--- src/rtl/bp_fe_bht_wbuf.sv ---
// Write buffer between the FE update path and the BHT write port.
// Queues counter updates, merges same-row bursts, drops when full.
module bp_fe_bht_wbuf #(
  parameter int bht_idx_width_p = 9,
  parameter int ghist_width_p   = 2,
  parameter int bht_row_width_p = 8,
  parameter int els_p           = 4,
  localparam int cnt_width_lp   = $clog2(els_p+1)
) (
  input  logic                       clk_i,
  input  logic                       reset_i,
  input  logic                       init_done_i,
  input  logic                       v_i,
  input  logic [bht_idx_width_p-1:0] idx_i,
  input  logic [ghist_width_p-1:0]   ghist_i,
  input  logic [bht_row_width_p-1:0] val_i,
  input  logic                       correct_i,
  output logic                       w_v_o,
  output logic [bht_idx_width_p-1:0] w_idx_o,
  output logic [ghist_width_p-1:0]   w_ghist_o,
  output logic [bht_row_width_p-1:0] w_val_o,
  output logic                       w_correct_o,
  input  logic                       w_yumi_i,
  output logic                       drop_o,
  output logic [cnt_width_lp-1:0]    count_o
);

  localparam int ptr_w_lp = $clog2(els_p);
  localparam logic [ptr_w_lp-1:0] last_lp = ptr_w_lp'(els_p-1);

  typedef struct packed {
    logic [bht_idx_width_p-1:0] idx;
    logic [ghist_width_p-1:0]   ghist;
    logic [bht_row_width_p-1:0] val;
    logic                       correct;
  } entry_t;

  entry_t                mem_q [els_p];
  logic [ptr_w_lp-1:0]   head_q, head_d;
  logic [ptr_w_lp-1:0]   tail_q, tail_d;
  logic [ptr_w_lp-1:0]   last_ptr;
  logic [cnt_width_lp-1:0] count_q, count_d;

  entry_t head_ent, tail_ent, new_ent;
  logic   empty, full, deq, key_hit;
  logic   merge, drop, enq;

  function automatic logic [ptr_w_lp-1:0] ptr_inc(
    input logic [ptr_w_lp-1:0] p
  );
    return (p == last_lp) ? '0 : p + ptr_w_lp'(1);
  endfunction

  // Most recently written slot, one behind the tail pointer
  assign last_ptr = (tail_q == '0) ? last_lp
                                   : tail_q - ptr_w_lp'(1);

  assign head_ent = mem_q[head_q];
  assign tail_ent = mem_q[last_ptr];

  assign new_ent.idx     = idx_i;
  assign new_ent.ghist   = ghist_i;
  assign new_ent.val     = val_i;
  assign new_ent.correct = correct_i;

  assign empty   = (count_q == '0);
  assign full    = (count_q == cnt_width_lp'(els_p));
  assign w_v_o   = ~empty & init_done_i;
  assign deq     = w_yumi_i & w_v_o;
  assign key_hit = (tail_ent.idx == idx_i)
                 & (tail_ent.ghist == ghist_i);

  // A tail that is leaving this cycle cannot absorb the update
  assign merge = v_i & ~empty & key_hit
               & ~(deq & (last_ptr == head_q));
  assign drop  = v_i & ~merge & full & ~deq;
  assign enq   = v_i & ~merge & ~drop;

  always_comb begin
    head_d  = head_q;
    tail_d  = tail_q;
    count_d = count_q;
    if (deq) head_d = ptr_inc(head_q);
    if (enq) tail_d = ptr_inc(tail_q);
    case ({enq, deq})
      2'b10:   count_d = count_q + cnt_width_lp'(1);
      2'b01:   count_d = count_q - cnt_width_lp'(1);
      default: count_d = count_q;
    endcase
  end

  always_ff @(posedge clk_i) begin
    if (reset_i) begin
      head_q  <= '0;
      tail_q  <= '0;
      count_q <= '0;
      for (int i = 0; i < els_p; i++)
        mem_q[i] <= '0;
    end else begin
      head_q  <= head_d;
      tail_q  <= tail_d;
      count_q <= count_d;
      if (merge) begin
        mem_q[last_ptr].val     <= val_i;
        mem_q[last_ptr].correct <= correct_i;
      end
      if (enq)
        mem_q[tail_q] <= new_ent;
    end
  end

  assign w_idx_o     = head_ent.idx;
  assign w_ghist_o   = head_ent.ghist;
  assign w_val_o     = head_ent.val;
  assign w_correct_o = head_ent.correct;
  assign drop_o      = drop;
  assign count_o     = count_q;

  a_yumi_legal: assert property (
    @(posedge clk_i) disable iff (reset_i)
      !(w_yumi_i && !w_v_o));

  a_count_max: assert property (
    @(posedge clk_i) disable iff (reset_i)
      count_q <= cnt_width_lp'(els_p));

endmodule

--- config.mk ---
export PLATFORM = sky130hd
export DESIGN_NAME = bp_fe_bht_wbuf
export DESIGN_NICKNAME = d
export VERILOG_FILES = /design/src/rtl/bp_fe_bht_wbuf.sv
export SDC_FILE = /design/constraint.sdc
export NUM_CORES = 1
export LEC_CHECK = 0
export ABC_AREA = 0
export BUFFER_PORTS_ARGS = -buffer_cell sky130_fd_sc_hd__buf_4
export CAP_MARGIN = 15
export CORE_ASPECT_RATIO = 1.1
export CORE_MARGIN = 3
export CORE_UTILIZATION = 55
export DETAILED_ROUTE_END_ITERATION = 6
export GPL_ROUTABILITY_DRIVEN = 0
export PLACE_DENSITY = 0.75
export SLEW_MARGIN = 20
export SYNTH_ARGS = -nofsm -noshare
export SYNTH_HDL_FRONTEND = slang
export SYNTH_SLANG_ARGS = --single-unit
--- constraint.sdc ---
create_clock -name clk_i -period 6.49 [get_ports clk_i]
set_input_delay 0 -clock clk_i [delete_from_list [all_inputs] [get_ports clk_i]]
set_output_delay 0 -clock clk_i [all_outputs]
set_load 0.05 [all_outputs]
==> impl_metrics.py, run 1 <==
metrics = {
    "worst_hold_path": {
        "hold_class": "in2reg",
    },
    "routing": {
        "post-route-drc-count": 0,
        "detail-route-antenna-nets": 0,
        "num_vias": 3181,
        "via_per_inst": 6.01,
        "drt_iter0_drc": 256,
        "firstDrtPassIters": 4,
        "avgRoutedWirePerCell_um": 20.0,
        "wirelength_um": 10600,
    },
    "finish": {
        "final_common_cell": "edfxtp_1",
        "nets": 445,
        "drive_gt1_share_pct": 27.1,
        "final_cell_mix": "80 x edfxtp_1, 62 x and3_1, 57 x buf_4",
        "diodes": 0,
        "finish.utilization_pct": 68.4,
        "stdcell_count": 529,
        "syn_to_final_growth_pct": 18.4,
    },
    "logic_synthesis": {
        "syn_inst": 353,
        "synth_ff_type": "edfxtp_1",
        "synth_area_leader_cell": "edfxtp_1",
        "ys_types": 47,
        "synth-edff-count": 80,
        "synth_top_area_share_pct": 51.1,
        "synth.net_count": 382,
        "synthArstFlopShare_pct": 0,
        "netlist_area_um2": 4700,
        "yosysSeqAreaShare_pct": 55.0,
        "synthTopCellsByArea": "edfxtp_1 51%, mux4_2 11%, and3_1 8.3%",
        "ys_seq_elements": 89,
        "syn_avg_cell_area_um2": 13.3,
        "ys_warn_count": 0,
    },
    "grt": {
        "use_met3_pct": 4.60,
        "top_usage_layer": "met2",
        "grt.total_usage_pct": 23.1,
        "grt_pass1_wl_um": 16900,
        "grt_max_degree": 45,
        "use_met2_pct": 38.1,
        "met1_usage_pct": 31.5,
        "grt_pass1_vias": 3228,
        "antenna_found_initial": 0,
        "grt_overflow": 0,
    },
    "floorplan": {
        "start_util_pct": 57.8,
        "die_w_um": 94.1,
        "die_area_um2": 9690,
        "fp.dieH_um": 103,
        "ios": 50,
        "row_count": 34,
        "core-area_um2": 8130,
    },
    "clock_tree": {
        "htree_levels": 3,
        "clockBufferDepth": 2,
        "post_cts_buffers": 0,
        "cts_root_buf": "clkbuf_8",
        "cts_sinks": 89,
        "numCtsBuffers": 9,
        "path_clk_slew_ns": 0.10,
        "cts_tree": "done",
        "insertion_delay_ns": 0.36,
    },
    "power": {
        "ir_drop_mv": 0.139,
        "powerDensity_nw_per_um2": 260,
        "p_sw_uw": 461,
        "p_seq_share_pct": 47.7,
        "switching_share_pct": 31.9,
        "p_int_uw": 985,
        "power_frac_comb_pct": 24.3,
        "pwr-share-clk_pct": 28.1,
        "p_leak_uw": 0.00228,
    },
    "setup_path": {
        "crit_path_cell_trace": "buf_4, inv_1, ha_1, nor2b_1, mux4_2, xnor2_1, nand3_1, or4_4, o21ai_0, nand2_1, fa_1, and3_1, a2bb2oi_1, mux2_2",
        "critical_path.top_delay_family": "simple AND/OR/NAND/NOR gates",
        "critPathSlowestCell": "mux4_2",
        "worst-setup-path-type": "reg2reg",
        "cp.arrival_ns": 5.14,
        "cpPeakStageDelay_ns": 0.62,
        "cp.required_ns": 6.75,
        "worst_setup_path_start_kind": "flip-flop",
        "path_buf_inv": 2,
        "crit_path_max_fanout": 25,
        "end_kind": "flip-flop",
    },
    "timing": {
        "finalHoldViolations": 0,
        "fin_crit_sh_pct": 75.3,
        "skew_ns": 0.0152,
        "min_period_ns": 4.89,
        "rsz0062_at_grt": "false",
        "finalMaxSlewViolations": 0,
        "tns_ns": 0,
        "worstMarginPinSlew_ns": 0.967,
        "max_freq_ghz": 0.205,
        "slew-limit-headroom_pct": 34.8,
        "holdWs_ns": 0.143,
        "setup_violations": 0,
    },
    "run_status": {
        "outcome": "complete, no violations",
    },
    "placement": {
        "hpwl_um": 6580,
        "dp_cells": 492,
        "port_buffers": 49,
    },
    "job": {
        "maxCapViolCount": 0,
    },
}
## Yosys cell counts (2+ instances only)
| cell type | number |
|---|---|
| and2_1 | 27 |
| mux2i_1 | 11 |
| or3_1 | 7 |
| edfxtp_1 | 80 |
| o31a_1 | 2 |
| mux2_2 | 5 |
| buf_1 | 2 |
| buf_2 | 4 |
| and3b_1 | 5 |
| nor3_1 | 7 |
| a21oi_1 | 3 |
| buf_6 | 5 |
| or2_2 | 3 |
| xnor2_1 | 4 |
| ha_1 | 3 |
| a211oi_1 | 5 |
| o31ai_1 | 3 |
| nor2b_1 | 2 |
| xor2_1 | 4 |
| nand4_1 | 5 |
| inv_1 | 5 |
| clkbuf_2 | 2 |
| clkbuf_1 | 12 |
| nand3_1 | 4 |
| nand2_1 | 13 |
| and3_1 | 62 |
| mux4_2 | 22 |
| or4_1 | 2 |
| nand2b_1 | 2 |
| dfxtp_1 | 9 |
| o21ai_0 | 12 |
| nor2_1 | 6 |
## state kept, by name (all words and copies together), names as in the netlist, named ones only
register / count
count_o: 3
tail_q: 2
mem_q: 80
head_q: 2
## power groups by stage
stage                     logic (uW)  clock network [uW]  registers (uW)
after floorplan                  237                   0             705
after global placement           333                   0             700
after detailed placement         339                   0             703
after CTS                        350                 412             690
after global routing             372                 433             695
final                            351                 406             690
## path summary, 6_finish.rpt
kind                                             start                 endpoint  slack (ns)  cells past startpoint
worst max-delay path            tail_q[0]$_SDFFE_PP0P_  count_o[2]$_SDFFE_PP0P_        1.60                     14
worst min-delay path                          w_yumi_i                flip-flop        0.14                      4
worst max register to register  tail_q[0]$_SDFFE_PP0P_  count_o[2]$_SDFFE_PP0P_        1.60                     14
worst min register to register  head_q[1]$_SDFFE_PP0P_                flip-flop        0.53                      2
## worst min-delay path: cells and delay by family
family	cells	cell delay, ns
simple gates	2	0.29
buf+inv	1	0.12
compound gates	1	0.06
## per-stage QoR
stage                     area (um^2)  power [uW]  setup slack, ns
after floorplan                  4700         942             1.94
after global placement           5120        1030             1.91
after detailed placement         5130        1040             1.66
after CTS                        5550        1450             1.63
after global routing             5560        1500             1.34
final                            5560        1450             1.60
## layer usage
layer | share of wire (%) | routed length, um | vias up
met5 | 0 | 0 | -
met4 | 1.1 | 112 | 0
met3 | 6.9 | 730 | 10
met2 | 51 | 5350 | 121
met1 | 42 | 4400 | 1558
li1 | - | - | 1492
## cell families (layout without fill, tap and decap cells)
| kind of cell | after synthesis | count (layout) | share of synthesized area, % |
|---|---|---|---|
| AOI/OAI and AO/OA | 34 | 34 | 5.62 |
| xor gates and xnor gates | 8 | 8 | 1.49 |
| muxes | 38 | 38 | 14.1 |
| adders and majority gates | 4 | 4 | 1.23 |
| DFF | 89 | 89 | 55.0 |
| and+or+nand+nor | 149 | 149 | 19.1 |
| buffers and inverters | 31 | 99 | 3.52 |
## layout make-up
cell class	count	area [um^2]
Fill cell	580	2560
Tap cell	108	135
Timing Repair Buffer	78	638
Sequential cell	89	2580
Multi-Input combinational cell	233	1970
Clock buffer	9	124
Clock inverter	7	90.1
Inverter	5	18.8
## what timing repair did
action,CTS,global route
hold endpoints to repair,85,0
hold buffers,21,0
gates resized for setup,0,0
No activity file was read; power rests on OpenSTA's default activity.
==> inputs of run 2 (changes only) <==
--- a/config.mk
+++ b/config.mk
@@ -10,10 +10,10 @@
 export CAP_MARGIN = 15
 export CORE_ASPECT_RATIO = 1.1
 export CORE_MARGIN = 3
-export CORE_UTILIZATION = 55
+export CORE_UTILIZATION = 53
 export DETAILED_ROUTE_END_ITERATION = 6
 export GPL_ROUTABILITY_DRIVEN = 0
-export PLACE_DENSITY = 0.75
+export PLACE_DENSITY = 0.76
 export SLEW_MARGIN = 20
 export SYNTH_ARGS = -nofsm -noshare
 export SYNTH_HDL_FRONTEND = slang
==> constraint.sdc (replaced) <==
create_clock -name clk_i -period 4.2 [get_ports clk_i]
set_input_delay 0 -clock clk_i [delete_from_list [all_inputs] [get_ports clk_i]]
set_output_delay 0 -clock clk_i [all_outputs]
set_load 0.05 [all_outputs]
==> impl_metrics.py, run 2 (synthesis results as in run 1) <==
metrics = {
    "timing": {
        "slew-limit-headroom_pct": 40.3,
        "fin_crit_sh_pct": 91.2,
        "setup_slack_ns": 0.368,
        "setup_violations": 0,
        "rsz0062_at_grt": "false",
        "finalMaxSlewViolations": 0,
        "min_period_ns": 3.83,
        "max_freq_ghz": 0.261,
        "tns_ns": 0,
        "worstMarginPinSlew_ns": 0.894,
        "finalHoldViolations": 0,
        "skew_ns": 0.0161,
    },
    "clock_tree": {
        "numCtsBuffers": 9,
        "clockBufferDepth": 2,
        "insertion_delay_ns": 0.36,
        "cts_root_buf": "clkbuf_8",
        "cts_sinks": 89,
        "htree_levels": 3,
        "cts_tree": "done",
        "path_clk_slew_ns": 0.09,
    },
    "finish": {
        "drive_gt1_share_pct": 29.1,
        "fillers": 651,
        "nets": 457,
        "final_cell_mix": "80 x edfxtp_1, 69 x buf_4, 62 x and3_1",
        "ff_latch_area_um2": 2580,
        "diodes": 0,
        "top_register": "mem_q",
        "multi_input_area_um2": 1970,
        "largest_reg_flops": 80,
        "syn_to_final_growth_pct": 19.9,
        "final_common_cell": "edfxtp_1",
    },
    "routing": {
        "via_per_inst": 5.90,
        "detail-route-antenna-nets": 0,
        "num_vias": 3210,
        "firstDrtPassIters": 7,
        "post-route-drc-count": 0,
        "wirelength_um": 10300,
        "avgRoutedWirePerCell_um": 19.0,
        "drt_iter0_drc": 200,
    },
    "run_status": {
        "outcome": "complete, no violations",
    },
    "setup_path": {
        "end_kind": "flip-flop",
        "reg2reg_depth": 14,
        "critPathSlowestCell": "mux4_2",
        "cp.arrival_ns": 4.08,
        "cpPeakStageDelay_ns": 0.52,
        "cp.required_ns": 4.45,
        "worst_setup_path_start_kind": "flip-flop",
        "worst-setup-path-type": "reg2reg",
        "crit_path_cell_trace": "inv_1, ha_1, nor2b_2, mux4_2, xnor2_1, nand3_1, or4_4, o21ai_1, buf_4, nand2_1, fa_1, and3_1, a2bb2oi_1, mux2_2",
        "crit_path_max_fanout": 7,
    },
    "power": {
        "p_seq_share_pct": 48.5,
        "pwr-share-clk_pct": 26.1,
        "powerDensity_nw_per_um2": 389,
        "switching_share_pct": 32.5,
        "power_frac_comb_pct": 25.4,
        "p_sw_uw": 712,
        "ir_drop_mv": 0.296,
        "p_leak_uw": 0.00234,
        "p_int_uw": 1480,
    },
    "grt": {
        "grt_overflow": 0,
        "grt.total_usage_pct": 21.7,
        "antenna_found_initial": 0,
        "grt_pass1_vias": 3191,
        "grt_pass1_wl_um": 16400,
        "grt_max_degree": 37,
    },
    "floorplan": {
        "die_w_um": 95.8,
        "ios": 50,
        "die_area_um2": 10000,
        "row_count": 35,
        "core-area_um2": 8500,
        "start_util_pct": 55.3,
        "fp.dieH_um": 105,
    },
    "worst_hold_path": {
        "hold-path-cell-count": 4,
        "hold_class": "in2reg",
    },
    "placement": {
        "post-place-ws_ns": 0.226,
        "port_buffers": 49,
        "hpwl_um": 6640,
    },
    "job": {
        "maxCapViolCount": 0,
    },
}
-- run 2: power by group through the flow --
stage	combinational, uW	clock (uW)	sequential, uW
after floorplan	367	0	1090
after global placement	526	0	1080
after detailed placement	533	0	1080
after CTS	550	584	1060
after global routing	596	611	1070
final	557	573	1060
-- run 2: area by class of cell --
| class | count | share of cell area [%] |
|---|---|---|
| tap | 111 | 2.47 |
| clock buffer | 9 | 2.20 |
| multi-input combinational | 233 | 35.0 |
| inverter | 5 | 0.333 |
| sequential | 89 | 45.9 |
| timing repair buffer | 90 | 12.9 |
| clock inverter | 7 | 1.22 |
-- run 2: final timing paths --
kind,to,from,slack (ns)
setup / recovery,count_o[2]$_SDFFE_PP0P_,tail_q[1]$_SDFFE_PP0P_,0.37
hold / removal,count_o[1]$_SDFFE_PP0P_,v_i,0.11
setup reg to reg,count_o[2]$_SDFFE_PP0P_,tail_q[1]$_SDFFE_PP0P_,0.37
hold reg to reg,flip-flop,head_q[1]$_SDFFE_PP0P_,0.53
-- run 2: through the flow --
step	hold slack [ns]	cell area, um^2	power, uW	util [%]	cells
2_1_floorplan	0.198	4710	1460	-	353
3_3_place_gp	0.302	5200	1610	61.2	505
3_5_place_dp	0.303	5200	1620	61.2	505
4_1_cts	0.0922	5600	2200	66.0	542
5_1_grt	0.133	5630	2280	66.3	544
6_report	0.106	5630	2190	66.3	544
-- run 2: metal layers --
| metal | wire length [um] | vias up | track usage, % |
|---|---|---|---|
| li1 | - | 1516 | - |
| met1 | 4360 | 1559 | 29.6 |
| met2 | 5120 | 112 | 34.5 |
| met3 | 576 | 23 | 3.60 |
| met4 | 277 | 0 | 8.84 |
| met5 | 0 | - | 0 |
-- run 2: critical path, delay by kind of cell, from the launching register on --
kind | cells | cell delay, ns
AOI/OAI and AO/OA | 2 | 0.32
xor gates and xnor gates | 1 | 0.14
adders and majority gates | 2 | 0.67
buffers and inverters | 2 | 0.29
DFF | 1 | 0.45
muxes | 2 | 0.86
and+or+nand+nor | 5 | 0.99
-- run 2: timing repair --
item / 4_1_cts / 5_1_grt
endpoints found under the setup margin: 0 / 48
gates resized for setup: 0 / 3
hold endpoints to repair: 85 / 0
setup buffers: 0 / 2
hold buffers: 21 / 0
==> inputs of run 3 (changes only) <==
--- a/config.mk
+++ b/config.mk
@@ -9,7 +9,6 @@
 export BUFFER_PORTS_ARGS = -buffer_cell sky130_fd_sc_hd__buf_4
 export CAP_MARGIN = 15
 export CORE_ASPECT_RATIO = 1.1
-export CORE_MARGIN = 3
 export CORE_UTILIZATION = 53
 export DETAILED_ROUTE_END_ITERATION = 6
 export GPL_ROUTABILITY_DRIVEN = 0
==> impl_metrics.py, run 3 (synthesis results as in run 1) <==
metrics = {
    "run_status": {
        "outcome": "complete, no violations",
    },
    "floorplan": {
        "row_count": 35,
        "core-area_um2": 8500,
        "die_w_um": 91.8,
        "ios": 50,
        "die_area_um2": 9250,
        "start_util_pct": 55.3,
        "fp.dieH_um": 101,
    },
    "routing": {
        "num_vias": 3213,
        "firstDrtPassIters": 4,
        "via_per_inst": 5.94,
        "avgRoutedWirePerCell_um": 18.6,
        "detail-route-antenna-nets": 0,
        "drt_iter0_drc": 254,
        "wirelength_um": 10100,
        "post-route-drc-count": 0,
    },
    "finish": {
        "fillers": 660,
        "stdcell_count": 541,
        "final_common_cell": "edfxtp_1",
        "syn_to_final_growth_pct": 19.5,
        "drive_gt1_share_pct": 28.8,
        "final_cell_area_um2": 5610,
        "diodes": 0,
        "final_cell_mix": "80 x edfxtp_1, 66 x buf_4, 62 x and3_1",
        "nets": 454,
        "largest_reg_flops": 80,
        "top_register": "mem_q",
        "finish.utilization_pct": 66.1,
    },
    "setup_path": {
        "worst-setup-path-type": "reg2reg",
        "worst_setup_path_start_kind": "flip-flop",
        "crit_path_max_fanout": 7,
        "cp.arrival_ns": 4.20,
        "end_kind": "flip-flop",
        "cp.required_ns": 4.45,
    },
    "clock_tree": {
        "cts_tree": "done",
        "insertion_delay_ns": 0.37,
        "clockBufferDepth": 2,
        "cts_root_buf": "clkbuf_8",
        "cts_sinks": 89,
        "path_clk_slew_ns": 0.09,
        "post_cts_buffers": 0,
        "numCtsBuffers": 9,
        "htree_levels": 3,
    },
    "placement": {
        "hpwl_um": 6670,
        "placed_area_um2": 5200,
        "port_buffers": 49,
        "dp_cells": 504,
    },
    "timing": {
        "min_period_ns": 3.95,
        "skew_ns": 0.0164,
        "finalHoldViolations": 0,
        "finalMaxSlewViolations": 0,
        "tns_ns": 0,
        "slew-limit-headroom_pct": 39.5,
        "fin_crit_sh_pct": 94.1,
        "rsz0062_at_grt": "false",
        "max_freq_ghz": 0.253,
        "worstMarginPinSlew_ns": 0.906,
        "setup_violations": 0,
    },
    "power": {
        "powerDensity_nw_per_um2": 388,
        "ir_drop_mv": 0.268,
        "p_leak_uw": 0.00232,
    },
    "grt": {
        "antenna_found_initial": 0,
        "grt_pass1_vias": 3119,
        "grt_max_degree": 37,
        "grt_overflow": 0,
        "grt.total_usage_pct": 23.1,
        "grt_pass1_wl_um": 16000,
    },
    "job": {
        "maxCapViolCount": 0,
    },
    "worst_hold_path": {
        "hold_class": "in2reg",
    },
}
-- run 3: timing repair --
item / CTS / global route
endpoints found under the hold margin: 78 / 0
hold buffers: 21 / 0
setup endpoints to repair: 0 / 4
gates resized for setup: 0 / 1
-- run 3: critical path: stages (launching register included) --
cell and delay [ns]:
dfxtp_1 0.51, inv_1 0.15, ha_1 0.28, nand2b_1 0.26
buf_4 0.22, mux2_2 0.26, o21ai_0 0.18, xor2_1 0.19
nand4_1 0.26, o21ai_1 0.22, buf_4 0.17, nand2_1 0.07
fa_1 0.37, and3_1 0.17, a2bb2oi_1 0.16, mux2_2 0.35
-- run 3: area by class of cell --
cell class              count  area (um^2)  area share, %
clock buffers               9          124           2.21
well taps                 111          139           2.47
flip-flops and latches     89         2580           46.0
clock inverters             7         66.3           1.18
inverters                   5         18.8          0.334
multi-input cells         233         1980           35.2
repair buffers             87          706           12.6
-- run 3: worst paths after layout --
| check | endpoint | slack, ns | cells past startpoint | from |
|---|---|---|---|---|
| setup / recovery | count_o[2]$_SDFFE_PP0P_ | 0.25 | 15 | tail_q[1]$_SDFFE_PP0P_ |
| hold / removal | count_o[1]$_SDFFE_PP0P_ | 0.13 | 4 | v_i |
| setup reg to reg | count_o[2]$_SDFFE_PP0P_ | 0.25 | 15 | tail_q[1]$_SDFFE_PP0P_ |
| hold reg to reg | flip-flop | 0.52 | 2 | head_q[1]$_SDFFE_PP0P_ |
-- run 3: power breakdown --
group	internal (uW)	total (uW)	switching [uW]
combinational	213	547	333
sequential	1030	1070	35.9
clock	232	567	335
-- run 3: metal layers --
metal / track usage, % / vias to the layer above / part of all wire, %
li1: - / 1512 / -
met2: 38.5 / 123 / 50
met3: 4.30 / 10 / 7.2
met1: 30.8 / 1568 / 42
met5: 0 / - / 0
met4: 8.29 / 0 / 1.2
-- run 3: stage by stage --
stage                     worst slack [ns]  total power, uW  hold WS [ns]
after floorplan                     0.0952             1460         0.198
after global placement               0.468             1600         0.300
after detailed placement             0.337             1610         0.305
after CTS                            0.307             2180         0.113
after global routing                0.0178             2260         0.140
final                                0.246             2180         0.126
